`config.mk`:
```
export PLATFORM = sky130hd
export DESIGN_NAME = sum_sched
export DESIGN_NICKNAME = d
export VERILOG_FILES = /design/src/rtl/sum_sched_pkg.sv /design/src/rtl/sum_sched_add.sv /design/src/rtl/sum_sched_rr_arbiter.sv /design/src/rtl/sum_sched.sv
export SDC_FILE = /design/constraint.sdc
export NUM_CORES = 1
export LEC_CHECK = 0
export BUFFER_PORTS_ARGS = -buffer_cell sky130_fd_sc_hd__buf_2
export CAP_MARGIN = 5
export CORE_MARGIN = 5
export CORE_UTILIZATION = 40
export CTS_CLUSTER_SIZE = 24
export DETAILED_ROUTE_END_ITERATION = 10
export PLACE_DENSITY = 0.82
export SYNTH_ARGS = -nofsm -noshare
export SYNTH_HDL_FRONTEND = slang
export SYNTH_SLANG_ARGS = --single-unit
```
`constraint.sdc`:
```
create_clock -name clk -period 10.5 [get_ports clk]
set_clock_uncertainty 0.2 [all_clocks]
set_input_delay 0.525 -clock clk [delete_from_list [all_inputs] [get_ports clk]]
set_output_delay 0.525 -clock clk [all_outputs]
set_load 0.02 [all_outputs]
```
`src/rtl/sum_sched_pkg.sv`:
```
// Shared state type, width helpers and round-robin pick function for sum_sched.
// Build option: define SUM_SCHED_SAT_EN for a saturating accumulator (default wraps).
package sum_sched_pkg;

    typedef enum logic [1:0] {
        IDLE = 2'd0,
        RUN  = 2'd1,
        HOLD = 2'd2
    } state_e;

    localparam int MAX_REQ   = 32;
    localparam int MAX_REQ_W = $clog2(MAX_REQ);

    function automatic int sum_width(input int inputNum, input int inputWidth);
        return inputWidth + $clog2(inputNum);
    endfunction

    function automatic int acc_width(input int sumWidth, input int maxBeats);
        return sumWidth + $clog2(maxBeats);
    endfunction

    function automatic int beat_width(input int maxBeats);
        return $clog2(maxBeats) + 1;
    endfunction

    // Scan ptr+1, ptr+2, ... wrapping at numReq; returns -1 when nobody requests.
    function automatic int rr_pick(input logic [MAX_REQ-1:0] req, input int ptr, input int numReq);
        int pick;
        int idx;
        pick = -1;
        for (int k = 1; k <= numReq; k++) begin
            idx = (ptr + k) % numReq;
            if (pick < 0 && req[idx[MAX_REQ_W-1:0]]) begin
                pick = idx;
            end
        end
        return pick;
    endfunction

endpackage

```
`src/rtl/sum_sched_add.sv`:
```
// Combinational unsigned adder tree: sums INPUT_NUM elements of INPUT_WIDTH bits.
module add
    import sum_sched_pkg::*;
#(
    parameter int  INPUT_NUM   = 8,
    parameter int  INPUT_WIDTH = 8,
    localparam int SUM_WIDTH   = sum_width(INPUT_NUM, INPUT_WIDTH)
) (
    input  logic [INPUT_NUM*INPUT_WIDTH-1:0] dat_i,
    output logic [SUM_WIDTH-1:0]             sum_o
);

    always_comb begin
        sum_o = '0;
        for (int i = 0; i < INPUT_NUM; i++) begin
            sum_o = sum_o + SUM_WIDTH'(dat_i[i*INPUT_WIDTH +: INPUT_WIDTH]);
        end
    end

endmodule

```
`src/rtl/sum_sched_rr_arbiter.sv`:
```
// Round-robin arbiter: request vector plus last-served pointer to one-hot grant and index.
module rr_arbiter
    import sum_sched_pkg::*;
#(
    parameter int  NUM_REQ = 4,
    localparam int IDX_W   = $clog2(NUM_REQ)
) (
    input  logic [NUM_REQ-1:0] req_i,
    input  logic [IDX_W-1:0]   ptr_i,
    output logic               valid_o,
    output logic [IDX_W-1:0]   idx_o,
    output logic [NUM_REQ-1:0] grant_o
);

    logic [MAX_REQ-1:0] reqExt;
    int                 pick;

    always_comb begin
        reqExt  = MAX_REQ'(req_i);
        pick    = rr_pick(reqExt, int'(ptr_i), NUM_REQ);
        valid_o = (pick >= 0);
        idx_o   = valid_o ? IDX_W'(pick) : '0;
        grant_o = valid_o ? (NUM_REQ'(1) << idx_o) : '0;
    end

endmodule

```
`src/rtl/sum_sched.sv`:
```
// Frame accumulator sharing one add between NUM_REQ requesters, granted round-robin per frame.
// Build option: SUM_SCHED_SAT_EN clamps the accumulator on overflow instead of wrapping.
module sum_sched
    import sum_sched_pkg::*;
#(
    parameter int  NUM_REQ     = 4,
    parameter int  INPUT_NUM   = 8,
    parameter int  INPUT_WIDTH = 8,
    parameter int  MAX_BEATS   = 16,
    parameter int  ACC_WIDTH   = acc_width(sum_width(INPUT_NUM, INPUT_WIDTH), MAX_BEATS),
    localparam int SUM_WIDTH   = sum_width(INPUT_NUM, INPUT_WIDTH),
    localparam int ID_W        = $clog2(NUM_REQ),
    localparam int BEAT_W      = beat_width(MAX_BEATS),
    localparam int VEC_W       = INPUT_NUM * INPUT_WIDTH
) (
    input  logic                     clk,
    input  logic                     rst,
    input  logic [NUM_REQ-1:0]       req_valid,
    input  logic [NUM_REQ-1:0]       req_last,
    input  logic [NUM_REQ*VEC_W-1:0] req_dat,
    output logic [NUM_REQ-1:0]       req_ready,
    output logic                     out_valid,
    input  logic                     out_ready,
    output logic [ACC_WIDTH-1:0]     out_dat,
    output logic [ID_W-1:0]          out_id,
    output logic [BEAT_W-1:0]        out_beats,
    output logic                     out_ovf
);

    state_e               state_q, state_d;
    logic [ID_W-1:0]      grant_q, grant_d;
    logic [NUM_REQ-1:0]   grantHot_q, grantHot_d;
    logic [ID_W-1:0]      ptr_q, ptr_d;
    logic [ACC_WIDTH-1:0] acc_q, acc_d;
    logic [BEAT_W-1:0]    beats_q, beats_d;
    logic                 ovf_q, ovf_d;
    logic                 outValid_q, outValid_d;
    logic [ACC_WIDTH-1:0] outDat_q, outDat_d;
    logic [ID_W-1:0]      outId_q, outId_d;
    logic [BEAT_W-1:0]    outBeats_q, outBeats_d;
    logic                 outOvf_q, outOvf_d;

    logic                 arbValid;
    logic [ID_W-1:0]      arbIdx;
    logic [NUM_REQ-1:0]   arbHot;
    logic [VEC_W-1:0]     vecSel;
    logic [SUM_WIDTH-1:0] beatSum;
    logic [ACC_WIDTH:0]   accSum;
    logic [ACC_WIDTH-1:0] accStep;
    logic [BEAT_W-1:0]    beatsInc;
    logic                 carry;
    logic                 handshake;
    logic                 frameEnd;

    rr_arbiter #(.NUM_REQ(NUM_REQ)) u_arb (
        .req_i   (req_valid),
        .ptr_i   (ptr_q),
        .valid_o (arbValid),
        .idx_o   (arbIdx),
        .grant_o (arbHot)
    );

    add #(.INPUT_NUM(INPUT_NUM), .INPUT_WIDTH(INPUT_WIDTH)) u_add (
        .dat_i (vecSel),
        .sum_o (beatSum)
    );

    // The extra accumulator bit exposes the carry used for the overflow flag.
    always_comb begin
        vecSel    = req_dat[int'(grant_q)*VEC_W +: VEC_W];
        accSum    = {1'b0, acc_q} + (ACC_WIDTH+1)'(beatSum);
        carry     = accSum[ACC_WIDTH];
        beatsInc  = beats_q + 1'b1;
        handshake = (state_q == RUN) && req_valid[grant_q];
        frameEnd  = handshake && (req_last[grant_q] || beatsInc == BEAT_W'(MAX_BEATS));
`ifdef SUM_SCHED_SAT_EN
        accStep   = (ovf_q || carry) ? '1 : accSum[ACC_WIDTH-1:0];
`else
        accStep   = accSum[ACC_WIDTH-1:0];
`endif
        req_ready = (state_q == RUN) ? grantHot_q : '0;
    end

    always_comb begin
        state_d    = state_q;
        grant_d    = grant_q;
        grantHot_d = grantHot_q;
        ptr_d      = ptr_q;
        acc_d      = acc_q;
        beats_d    = beats_q;
        ovf_d      = ovf_q;
        outValid_d = outValid_q;
        outDat_d   = outDat_q;
        outId_d    = outId_q;
        outBeats_d = outBeats_q;
        outOvf_d   = outOvf_q;
        case (state_q)
            IDLE: begin
                if (arbValid) begin
                    grant_d    = arbIdx;
                    grantHot_d = arbHot;
                    acc_d      = '0;
                    beats_d    = '0;
                    ovf_d      = 1'b0;
                    state_d    = RUN;
                end
            end
            RUN: begin
                if (handshake) begin
                    acc_d   = accStep;
                    beats_d = beatsInc;
                    ovf_d   = ovf_q | carry;
                    if (frameEnd) begin
                        state_d    = HOLD;
                        outValid_d = 1'b1;
                        outDat_d   = accStep;
                        outId_d    = grant_q;
                        outBeats_d = beatsInc;
                        outOvf_d   = ovf_q | carry;
                    end
                end
            end
            HOLD: begin
                if (out_ready) begin
                    outValid_d = 1'b0;
                    ptr_d      = grant_q;
                    state_d    = IDLE;
                end
            end
            default: state_d = IDLE;
        endcase
    end

    // Reset parks the pointer on the last requester so requester 0 wins first.
    always_ff @(posedge clk) begin
        if (rst) begin
            state_q    <= IDLE;
            grant_q    <= '0;
            grantHot_q <= '0;
            ptr_q      <= ID_W'(NUM_REQ - 1);
            acc_q      <= '0;
            beats_q    <= '0;
            ovf_q      <= 1'b0;
            outValid_q <= 1'b0;
            outDat_q   <= '0;
            outId_q    <= '0;
            outBeats_q <= '0;
            outOvf_q   <= 1'b0;
        end else begin
            state_q    <= state_d;
            grant_q    <= grant_d;
            grantHot_q <= grantHot_d;
            ptr_q      <= ptr_d;
            acc_q      <= acc_d;
            beats_q    <= beats_d;
            ovf_q      <= ovf_d;
            outValid_q <= outValid_d;
            outDat_q   <= outDat_d;
            outId_q    <= outId_d;
            outBeats_q <= outBeats_d;
            outOvf_q   <= outOvf_d;
        end
    end

    assign out_valid = outValid_q;
    assign out_dat   = outDat_q;
    assign out_id    = outId_q;
    assign out_beats = outBeats_q;
    assign out_ovf   = outOvf_q;

endmodule
```
-- Word level (Yosys, flattened, before mapping)
Index checks and enable logic that the tools add are counted.
- register bits: 55
- input bits: 267
- output and inout bits: 28
- logic and storage cells: 103
- add/sub/neg operators: 13
- order comparisons: 9
- equality and inequality tests: 7
- shift operators: 2
- mux-type cells: 36
- bitwise logic cells: 5
- reduce and logical (&&, ||, !) cells: 19
- operators with widths (operator ; count):
    indexed part select 256 x 9 -> 64 bit ; 1
    two-way mux 32 bit ; 4
    less-than comparator 32 x 1 -> 1 bit, second input constant ; 3
    adder 11 x 8 -> 11 bit ; 6
    greater-or-equal comparator 32 x 1 -> 1 bit, second input constant ; 1
    two-way mux 15 bit ; 2
    one-hot mux 15 bit (2 select lines) ; 1
    less-than comparator 5 x 6 -> 1 bit, second input constant ; 4
    adder 15 x 11 -> 16 bit ; 1
    binary-select mux 1 bit (select 3 bit) ; 4
    two-way mux 1 bit ; 11
    two-way mux 2 bit ; 5
    two-way mux 5 bit ; 2
    one-hot mux 5 bit (2 select lines) ; 1
    adder 8 x 8 -> 9 bit ; 1
    inequality test 2 bit, second input constant ; 4
    AND reduction 4 bit ; 2
    OR reduction 2 bit ; 4
    one-hot mux 2 bit (3 select lines) ; 1
    AND reduction 3 bit ; 2
    adder 5 x 1 -> 5 bit, second input constant ; 1
    equality test 5 bit, second input constant ; 1
    logical AND 1 bit ; 5
    adder 2 x 1 -> 2 bit, second input constant ; 2
    other kinds (14) ; 22

-- Longest topological paths before layout
Gate-level depths: netlist of the first run.
- depth in word-level cells: 18
- depth in mapped cells: 33

-- Cells and area by module
A second synthesis of the first run with hierarchy kept.
- cell total of the unflattened synthesis: 640
- area, all modules: 6274.8 sq um
- modules (own cells, without submodules) (module ; times used ; cells each ; area each (sq um) ; sequential area each (sq um)):
    sum_sched ; 1 ; 422 ; 4448.0 ; 1101.1
    add ; 1 ; 194 ; 1675.4 ; 0.0
    rr_arbiter ; 1 ; 24 ; 151.4 ; 0.0

-- Least setup slack after synthesis of the first run
Ideal clock, no wire load.
- path kind: register to register
- start point: register grant_q[1]
- end point: register acc_q[14]
- setup time: 0.124 ns
- data arrival time: 7.299 ns
- slack: 2.877 ns
- cell stages (with the launch flop): 34
- cell sequence: dfxtp_1 > clkbuf_1 > clkbuf_1 > clkbuf_1 > mux4_2 > ha_1 > inv_1 > fa_1 > nor2b_1 > o21ai_0 > nand2b_1 > a21o_1 > a21oi_1 > xnor2_1 > fa_1 > inv_1 > fa_1 > inv_1 > fa_1 > inv_1 > fa_1 > inv_1 > ha_1 > or2_2 > a21oi_1 > o31ai_1 > a21oi_1 > xnor2_1 > ha_1 > clkbuf_1 > nand4_1 > a21boi_0 > mux2i_1 > o21ai_0
- word-level cells in the longest chain between the ends: 11
- RTL lines (element ; line ; RTL):
    start, declared ; sum_sched.sv:31 ; logic [ID_W-1:0] grant_q, grant_d;
    start signal, assigned ; sum_sched.sv:151 ; grant_q <= grant_d;
    indexed part select 256 x 9 -> 64 bit ; sum_sched.sv:70 ; vecSel = req_dat[int'(grant_q)*VEC_W +: VEC_W];
    adder 8 x 8 -> 9 bit ; sum_sched_add.sv:16 ; sum_o = sum_o + SUM_WIDTH'(dat_i[i*INPUT_WIDTH +: INPUT_WIDTH]);
    adder 11 x 8 -> 11 bit (6 in a row) ; sum_sched_add.sv:16 ;
    adder 15 x 11 -> 16 bit ; sum_sched.sv:71 ; accSum = {1'b0, acc_q} + (ACC_WIDTH+1)'(beatSum);
    two-way mux 15 bit ; sum_sched.sv:109 ; if (handshake) begin
    one-hot mux 15 bit (2 select lines) ; sum_sched.sv:97 ; case (state_q)
    end signal, assigned ; sum_sched.sv:141 ; acc_q <= '0;
    end signal, assigned ; sum_sched.sv:154 ; acc_q <= acc_d;
    end, declared ; sum_sched.sv:34 ; logic [ACC_WIDTH-1:0] acc_q, acc_d;
Several ways; a longest one is shown, not always the timed one. The select of a mux whose other input is x is not followed.
A chain may end at the register's enable or synchronous reset.

-- Worst setup path after layout of the first run
- start point: register grant_q[0]
- end point: register outDat_q[14] (netlist: out_dat[14])
- word-level cells in the longest chain between the ends: 9
- RTL lines (element ; line ; RTL):
    indexed part select 256 x 9 -> 64 bit ; sum_sched.sv:70 ;
    adder 8 x 8 -> 9 bit ; sum_sched_add.sv:16 ;
    adder 11 x 8 -> 11 bit (6 in a row) ; sum_sched_add.sv:16 ;
    adder 15 x 11 -> 16 bit ; sum_sched.sv:71 ;
    end signal, assigned ; sum_sched.sv:158 ; outDat_q <= outDat_d;
    end, declared ; sum_sched.sv:38 ; logic [ACC_WIDTH-1:0] outDat_q, outDat_d;
Several ways; a longest one is shown, not always the timed one. The select of a mux whose other input is x is not followed.

==> results of run 1 <==
-- Yosys cell counts (6+ instances only) --
| master | n | area [um2] |
|---|---|---|
| a21oi_1 | 42 | 210 |
| a211oi_2 | 8 | 100 |
| or3_1 | 6 | 37.5 |
| o21ai_1 | 6 | 30.0 |
| o21ai_0 | 21 | 105 |
| xnor2_1 | 21 | 184 |
| dfxtp_1 | 55 | 1100 |
| fa_1 | 40 | 801 |
| nand2_1 | 31 | 116 |
| nand3_1 | 14 | 70.1 |
| and2_1 | 6 | 37.5 |
| clkbuf_1 | 19 | 71.3 |
| mux2i_1 | 11 | 110 |
| mux4_2 | 65 | 1460 |
| a31oi_1 | 6 | 37.5 |
| nor2_1 | 46 | 173 |
| ha_1 | 37 | 463 |
| a21o_1 | 7 | 52.6 |
| buf_2 | 14 | 70.1 |
| nor3_1 | 11 | 55.1 |
| xor2_1 | 9 | 78.8 |
| inv_1 | 84 | 315 |
-- worst max-delay path, delay by kind of cell (launching register included) --
kind                       cells  cell delay, ns
AOI/OAI and AO/OA              9            2.04
adders and majority gates      8            3.24
DFF                            1            0.95
muxes                          1            0.61
and+or+nand+nor                4            0.35
xor gates and xnor gates       3            0.41
buffers and inverters          5            0.26
-- placed cells by master, fill, tap and decap left out, types with 3 or more instances in the layout --
master	instances
a211oi_1	3
a211oi_2	8
a21o_1	7
a21oi_1	42
a31oi_1	6
and2_1	6
buf_2	294
buf_4	6
clkbuf_16	5
dfxtp_1	53
diode_2	4
fa_1	40
ha_1	37
inv_1	84
mux2i_1	11
mux4_2	65
nand2_1	31
nand2b_1	5
nand3_1	14
nand4_1	4
nand4b_1	3
nor2_1	45
nor2b_1	5
nor3_1	11
o211ai_1	3
o21ai_0	21
o21ai_1	6
o31ai_1	5
o41ai_1	3
or3_1	6
xnor2_1	21
xor2_1	9
-- sequential cells by signal, summed over array words and instances (netlist names) --
register	flops
beats_q	5
state_q	2
grant_q	2
out_ovf	1
out_dat	15
out_beats	5
out_valid	1
ptr_q	2
grantHot_q	4
out_id	2
ovf_q	1
acc_q	15
-- per-stage QoR --
stage / setup WS, ns / instances / hold slack [ns] / utilization [%] / area, um2
after detailed placement: 2.25 / 1072 / 0.249 / 51.1 / 7730
after global routing: 1.68 / 1084 / 0.296 / 52.1 / 7890
after CTS: 2.22 / 1080 / 0.268 / 52.0 / 7880
after floorplan: 2.88 / 620 / 0.236 / - / 6140
final: 2.27 / 1084 / 0.271 / 52.1 / 7890
after global placement: 2.44 / 1072 / 0.245 / 51.1 / 7730
-- cells by family (layout without fill, tap and decap cells) --
| kind of cell | Yosys count | in the layout | share of synthesized area [%] |
|---|---|---|---|
| adders and majority gates | 77 | 77 | 20.6 |
| muxes | 76 | 76 | 25.6 |
| other | 0 | 4 | 0 |
| buffers and inverters | 121 | 393 | 7.92 |
| DFF | 55 | 55 | 17.9 |
| xor gates and xnor gates | 30 | 30 | 4.28 |
| AOI/OAI and AO/OA | 120 | 120 | 12.7 |
| and+or+nand+nor | 141 | 141 | 10.9 |
-- worst paths after layout --
path,startpoint,to,slack [ns],cells past startpoint
max,grant_q[0],out_dat[14],2.27,30
min,grantHot_q[3],grantHot_q[3],0.27,2
max reg2reg,grant_q[0],out_dat[14],2.27,30
min reg2reg,grantHot_q[3],grantHot_q[3],0.27,2
-- per-layer routing --
layer	share of wire (%)	wire length (um)	GRT usage, %
met1	40	7720	27.7
met2	49	9560	35.5
met3	9.0	1750	5.33
met4	1.6	307	4.23
met5	0.21	40	0
-- layout make-up --
type,count,area [um2]
Multi-Input combinational cell,444,4560
Inverter,85,319
Clock inverter,2,12.5
Fill cell,1397,7260
Tap cell,188,235
Antenna cell,4,10.0
Sequential cell,55,1110
Clock buffer,6,129
Timing Repair Buffer,300,1520
==> results.md, run 1 <==
* Vias at 5777
* Worst slew margin at between 30% and 40%
* Status: finished clean
* Vias in the first global route at slightly below 6000
* CORE AREA at 0.0151 mm2
* Clock buffer count from CTS at 5
* Avg WL per Cell at 17.9 um
* Drt first pass iters at 4
* Total GRT Usage at between 20% and 30%
* Fin Setup TNS at 0 ns
* CP Max Fanout at 53
* Num ports at 295
* Cell at the slowest stage of the critical path: dfxtp_4
* Synth unique cells at 52
* Die Ht at 134 um
* Final wirelength at 19.4 mm
* Max-slew violations at 0
* Seq cells post-synth at 55
* Net count after synthesis at between 900 and 1000
* RSZ-0062 raised after global routing: no
* CTS tree: yes
* Clock Tree Root: clkbuf_16
* Post-CTS setup buffer count at 0
* Worst Path Required at 10.52 ns
* PortBufs at between 200 and 300
* Slowest stage delay, CP at around 0.95 ns
* Setup Viol. Count Final at 0
* Worst Max-Slew Pin Slew at 0.944 ns
* Hold Path Class: reg -> reg
* Post-cts resize count at 0
* H-tree depth at 2
* Crit path time final at 8.23 ns
* Starting Density at 40.6%
* Antenna violations before repair at 8
* Hold-fix buffers, CTS at 0
* Synth-to-Final Area Change at 28.4%
* Remaining DRCs at 0
* Mapped Area at 0.00614 mm2
* Crit path kind: reg -> reg
* Crit start category: flop
* Clock Sinks at 55
* Number of synthesized flops with an enable pin at 0
* Async SR Flop Fraction at 0%
* Initial drt markers at 259
* Detail Placement HPWL at approximately 17 mm
* Die X-Extent at 134 um
* Syn Area/Cell at 9.91 um2
* Largest net degree at the start of global routing at 63
* Row count at 45
* Max Cap Violations at 0
* Nets at ~1200
* F_max at 122 MHz
* Final hold viol count at 0
* Clock Tree Buf Depth at 2
* Critical Path End Type: flop
* Tcrit/Tclk final at 78.3%
* Synth warnings at 0
* Placer Congestion at 0.835
* Routed vias/inst at ~5.3
* Post-synthesis sequential area ratio at about 18%
* Post-synthesis instance total at 620
* Share of cells above drive strength 1 at 43.5%
* Post-DRT Antenna Nets at 0
* Die ar. at between 0.015 and 0.02 mm2
* Worst EP arrival at 8.24 ns
* Clk slew on worst S/H paths at 0.07 ns
* Global-route wire length before repair at 30.5 mm
* Congestion Overflow GR at 0
* Dominant synthesized flop cell: dfxtp_1
* Clock Latency Late Sink at a little under 0.3 ns
Power of run 1 is left out: the tool's default activity adds up to more than one toggle a clock period on the data nets, which glitch-free logic cannot reach.
==> run 2: changes to the inputs <==
clock period = 8.1 ns   (was 10.5 ns; I/O delays follow)
==> run 2 against run 1 <==
  * Worst hold slack got worse by 0.077 ns
  * Setup slack worse by 1.7 ns
  * Core utilization is 0.34 points higher
  * Sequential cell count unchanged
==> results.md, run 2 (same netlist as run 1, synthesis figures left out) <==
* Share of cells above drive strength 1 at 43.8% (+0.30 points)
* Drt first pass iters at 7 (+3)
* Clk slew on worst S/H paths at 0.07 ns (about the same)
* Largest net degree at the start of global routing at 63 (unchanged)
* Detail Placement HPWL at 17.1 mm (+2.7%)
* Placer Congestion at 0.896 (+7.3%)
* Crit path time final at 7.52 ns (-0.703 ns)
* Tcrit/Tclk final at 92.9% (+15 points)
* Num ports at 295 (unchanged)
* Fill cells at 1396 (-0.072%)
* Worst EP arrival at 7.50 ns (-0.74 ns)
* Vias at 5910 (+2.3%)
* Most common cell after layout, fill and taps aside: buf_2
* Post-DRT Antenna Nets at 0 (unchanged)
* Clock buffer count from CTS at 5 (unchanged)
* Clock Tree Buf Depth at 2 (unchanged)
* Row count at 45 (unchanged)
* Initial drt markers at 327 (+26%)
* Remaining DRCs at 0 (unchanged)
* Routed vias/inst at 5.45 (+2.3%)
* Clock Sinks at 55 (unchanged)
* Avg WL per Cell at 18.3 um (+2.3%)
* Die Ht at 134 um (unchanged)
* CTS tree: yes
* Final wirelength at 19.8 mm (+2.3%)
* PortBufs at 294 (unchanged)
* Crit path kind: reg -> reg
* Die X-Extent at 134 um (unchanged)
* H-tree depth at 2 (unchanged)
* Crit start category: flop
* RSZ-0062 raised after global routing: no
* Critical Path End Type: flop
* Congestion Overflow GR at 0 (unchanged)
* Cell at the slowest stage of the critical path: mux4_2
* F_max at 133 MHz (+9.4%)
* Max-slew violations at 0 (unchanged)
* Die ar. at 0.0179 mm2 (unchanged)
* Worst slew margin at 46.7% (+9.7 points)
* Total GRT Usage at 21.0% (-0.099 points)
* Synth-to-Final Area Change at 29.2%
* Nets at 1238 (+0.24%)
* Worst Reg-to-Reg Cells at 27 (-10%)
* Worst Path Required at 8.08 ns (-2.44 ns)
* Slowest stage delay, CP at 0.55 ns (-0.40 ns)
* Fin Setup TNS at 0 ns (unchanged)
* Hold Path Class: in -> reg
* Worst Max-Slew Pin Slew at 0.797 ns (-0.147 ns)
* Starting Density at 40.6% (unchanged)
* Cells on Worst Hold Path at 4 (+2)
* Clock Tree Root: clkbuf_16
* CP Max Fanout at 24 (-55%)
* CORE AREA at 0.0151 mm2 (unchanged)
* Setup Viol. Count Final at 0 (unchanged)
* Global-route wire length before repair at 30.3 mm (-0.70%)
* Most frequent cells in the layout: buf_2 (294), inv_1 (84), mux4_2 (65), dfxtp_1 (53), nor2_1 (45)
* Vias in the first global route at 5968 (+0.64%)
* Status: finished clean
* Antenna violations before repair at 5 (-3)
* Clock Latency Late Sink at 0.30 ns (about the same)
* Max Cap Violations at 0 (unchanged)
* Final hold viol count at 0 (unchanged)
## run 2: worst max-delay path: cells and delay by family (launching register included)
| kind | cells | cell delay [ns] |
|---|---|---|
| compound gates | 7 | 1.66 |
| xor+xnor | 2 | 0.29 |
| fa+ha+maj | 7 | 3.17 |
| buf+inv | 5 | 0.50 |
| flops | 1 | 0.48 |
| mux | 2 | 0.76 |
| simple gates | 4 | 0.32 |
## run 2: path summary, 6_finish.rpt
check / slack [ns] / startpoint / endpoint
setup / recovery: 0.58 / grant_q[0] / acc_q[14]
hold / removal: 0.19 / out_ready / state_q[1]
setup reg to reg: 0.58 / grant_q[0] / acc_q[14]
hold reg to reg: 0.26 / ovf_q / ovf_q
## run 2: area by class of cell
| cell class | instances | area, um2 | share of cell area (%) |
|---|---|---|---|
| Multi-Input combinational cell | 444 | 4560 | 57.4 |
| Timing Repair Buffer | 303 | 1540 | 19.4 |
| Sequential cell | 55 | 1110 | 13.9 |
| Inverter | 85 | 319 | 4.02 |
| Tap cell | 188 | 235 | 2.96 |
| Clock buffer | 5 | 125 | 1.58 |
| Clock inverter | 3 | 47.5 | 0.599 |
| Antenna cell | 1 | 2.50 | 0.0315 |
## run 2: metrics by stage
| stage | hold slack (ns) | std cells | cell area, um2 | setup WS, ns | util (%) |
|---|---|---|---|---|---|
| 2_1_floorplan | 0.236 | 620 | 6140 | 0.477 | - |
| 3_3_place_gp | 0.246 | 1075 | 7760 | 0.504 | 51.2 |
| 3_5_place_dp | 0.249 | 1075 | 7760 | 0.218 | 51.2 |
| 4_1_cts | 0.193 | 1083 | 7930 | 0.195 | 52.4 |
| 5_1_grt | 0.262 | 1083 | 7940 | 0.0894 | 52.4 |
| 6_report | 0.194 | 1084 | 7940 | 0.578 | 52.4 |
## run 2: metal layers
| layer | routed length [um] | share of wire, % | vias to the layer above | track usage [%] |
|---|---|---|---|---|
| met5 | 54 | 0.27 | - | 0 |
| met2 | 10200 | 51 | 267 | 37.2 |
| met1 | 7790 | 39 | 2839 | 26.8 |
| met4 | 178 | 0.90 | 10 | 2.69 |
| li1 | - | - | 2771 | - |
| met3 | 1640 | 8.3 | 23 | 5.03 |
## run 2: repair_timing
item	in CTS	in global routing
resized for setup	0	3
setup buffers	0	0
endpoints found under the setup margin	0	6
endpoints found under the hold margin	0	0
hold buffers	0	0
Power of run 2 is left out for the same reason.
==> run 3: changes to the inputs <==
CAP_MARGIN = 10   (was 5)
CORE_UTILIZATION = 48   (was 40)
PLACE_DENSITY = 0.83   (was 0.82)
==> run 3 against run 2 <==
  * Core utilization grew 11 points
  * Worst hold slack gained 0.011 ns
  * Sequential share of layout area shrank 0.050 points
  * Die area shrank 15%
  * Critical path depth shrank 1
  * Via count grew 0.36%
  * Setup slack lost 0.042 ns
==> results.md, run 3 (same netlist as run 1, synthesis figures left out) <==
* Status: finished clean
* Placer Congestion at 0.886 (-1.1%)
* Max-slew violations at 0 (unchanged)
* Max Cap Violations at 0 (unchanged)
* Fill cells at 1072 (-23%)
* PortBufs at 294 (unchanged)
* Final wirelength at 19.9 mm (+0.19%)
* Share of cells above drive strength 1 at 44.0% (+0.17 points)
* Congestion Overflow GR at 0 (unchanged)
* Synth-to-Final Area Change at 29.7%
* Routed vias/inst at 5.53 (+1.4%)
* Die X-Extent at 123 um (-8.1%)
* Worst slew margin at 43.4% (-3.4 points)
* Detail Placement HPWL at 16.8 mm (-1.8%)
* Starting Density at 48.9% (+8.3 points)
* Worst EP arrival at 7.57 ns (+0.07 ns)
* Fin Setup TNS at 0 ns (unchanged)
* Row count at 41 (-8.9%)
* Antenna violations before repair at 6 (+1)
* Die Ht at 123 um (-8.1%)
* Clock Sinks at 55 (unchanged)
* H-tree depth at 2 (unchanged)
* Clk slew on worst S/H paths at 0.07 ns (about the same)
* Setup Viol. Count Final at 0 (unchanged)
* Remaining DRCs at 0 (unchanged)
* Hold-fix buffers, CTS at 0 (unchanged)
* Hold Path Class: in -> reg
* Vias in the first global route at 5956 (-0.20%)
* Nets at 1239 (+0.081%)
* Vias at 5931 (+0.36%)
* CORE AREA at 0.0126 mm2 (-17%)
* Worst Max-Slew Pin Slew at 0.848 ns (+0.0506 ns)
* RSZ-0062 raised after global routing: no
* Most frequent cells in the layout: buf_2 (294), inv_1 (84), mux4_2 (65), dfxtp_1 (53), nor2_1 (45)
* Critical Path End Type: flop
* Die ar. at 0.0152 mm2 (-15%)
* Tcrit/Tclk final at 93.4% (+0.51 points)
* Post-DRT Antenna Nets at 0 (unchanged)
* Clock Tree Root: clkbuf_16
* Final hold viol count at 0 (unchanged)
* CP Max Fanout at 12 (-50%)
* Avg WL per Cell at 18.5 um (+1.2%)
* Num ports at 295 (unchanged)
* Initial drt markers at 441 (+35%)
* Crit start category: flop
* Clock Latency Late Sink at 0.29 ns (about the same)
* F_max at 132 MHz (-0.55%)
* Crit path time final at 7.56 ns (+0.0416 ns)
* Clock buffer count from CTS at 5 (unchanged)
* Global-route wire length before repair at 29.6 mm (-2.4%)
* Clock Tree Buf Depth at 2 (unchanged)
* Total GRT Usage at 24.8% (+3.9 points)
* Crit path kind: reg -> reg
* CTS tree: yes
* Largest net degree at the start of global routing at 63 (unchanged)
* Most common cell after layout, fill and taps aside: buf_2
* Drt first pass iters at 5 (-2)
* Worst Path Required at 8.11 ns (+0.03 ns)
## run 3: cell type report
cell class	count	area, um2	area share [%]
antenna	5	12.5	0.157
inverter	85	319	4.01
sequential	55	1110	13.9
clock buffer	6	150	1.88
timing repair buffer	304	1560	19.6
multi-input combinational	444	4560	57.3
clock inverter	2	41.3	0.518
tap	172	215	2.70
## run 3: critical path, stage by stage, from the launching register on
cell,delay (ns)
dfxtp_4,0.50
mux4_2,0.57
ha_1,0.30
a21o_1,0.19
a21oi_1,0.31
o21ai_0,0.21
nor2_1,0.16
xnor2_1,0.10
fa_1,0.54
inv_1,0.05
fa_1,0.52
inv_1,0.05
fa_1,0.52
inv_1,0.05
fa_1,0.52
inv_1,0.04
ha_1,0.32
o21a_1,0.15
a2111oi_2,0.42
o31ai_1,0.14
a21oi_1,0.19
xnor2_1,0.09
ha_1,0.42
nand4_1,0.16
a21boi_0,0.36
xnor2_1,0.13
a211oi_2,0.23
## run 3: metal layers
| metal | vias to the layer above | GRT usage, % | part of all wire, % |
|---|---|---|---|
| met5 | - | 0 | 0.11 |
| met4 | 4 | 6.51 | 2.6 |
| met3 | 40 | 5.44 | 9.4 |
| met2 | 301 | 42.3 | 50 |
| met1 | 2813 | 32.1 | 38 |
| li1 | 2773 | - | - |
## run 3: through the flow
step           instances  instance area (um2)  hold slack [ns]  util (%)  setup WS, ns
2_1_floorplan        620                 6140            0.236         -         0.477
3_3_place_gp        1059                 7740            0.246      61.6         0.374
3_5_place_dp        1059                 7740            0.260      61.6         0.198
4_1_cts             1067                 7930            0.200      63.1         0.140
5_1_grt             1071                 7960            0.240      63.3        0.0195
6_report            1073                 7970            0.205      63.4         0.536
## run 3: what timing repair did
| action | 4_1_cts | 5_1_grt |
|---|---|---|
| resized for setup | 0 | 3 |
| setup endpoints to repair | 0 | 12 |
| setup buffers | 0 | 1 |
## run 3: worst paths after layout
| path | end | slack, ns | depth (start not counted) | from |
|---|---|---|---|---|
| max | out_dat[14] | 0.54 | 26 | grant_q[0] |
| min | state_q[1] | 0.21 | 4 | out_ready |
| max reg2reg | out_dat[14] | 0.54 | 26 | grant_q[0] |
| min reg2reg | ovf_q | 0.27 | 2 | ovf_q |
Power of run 3 is left out for the same reason.
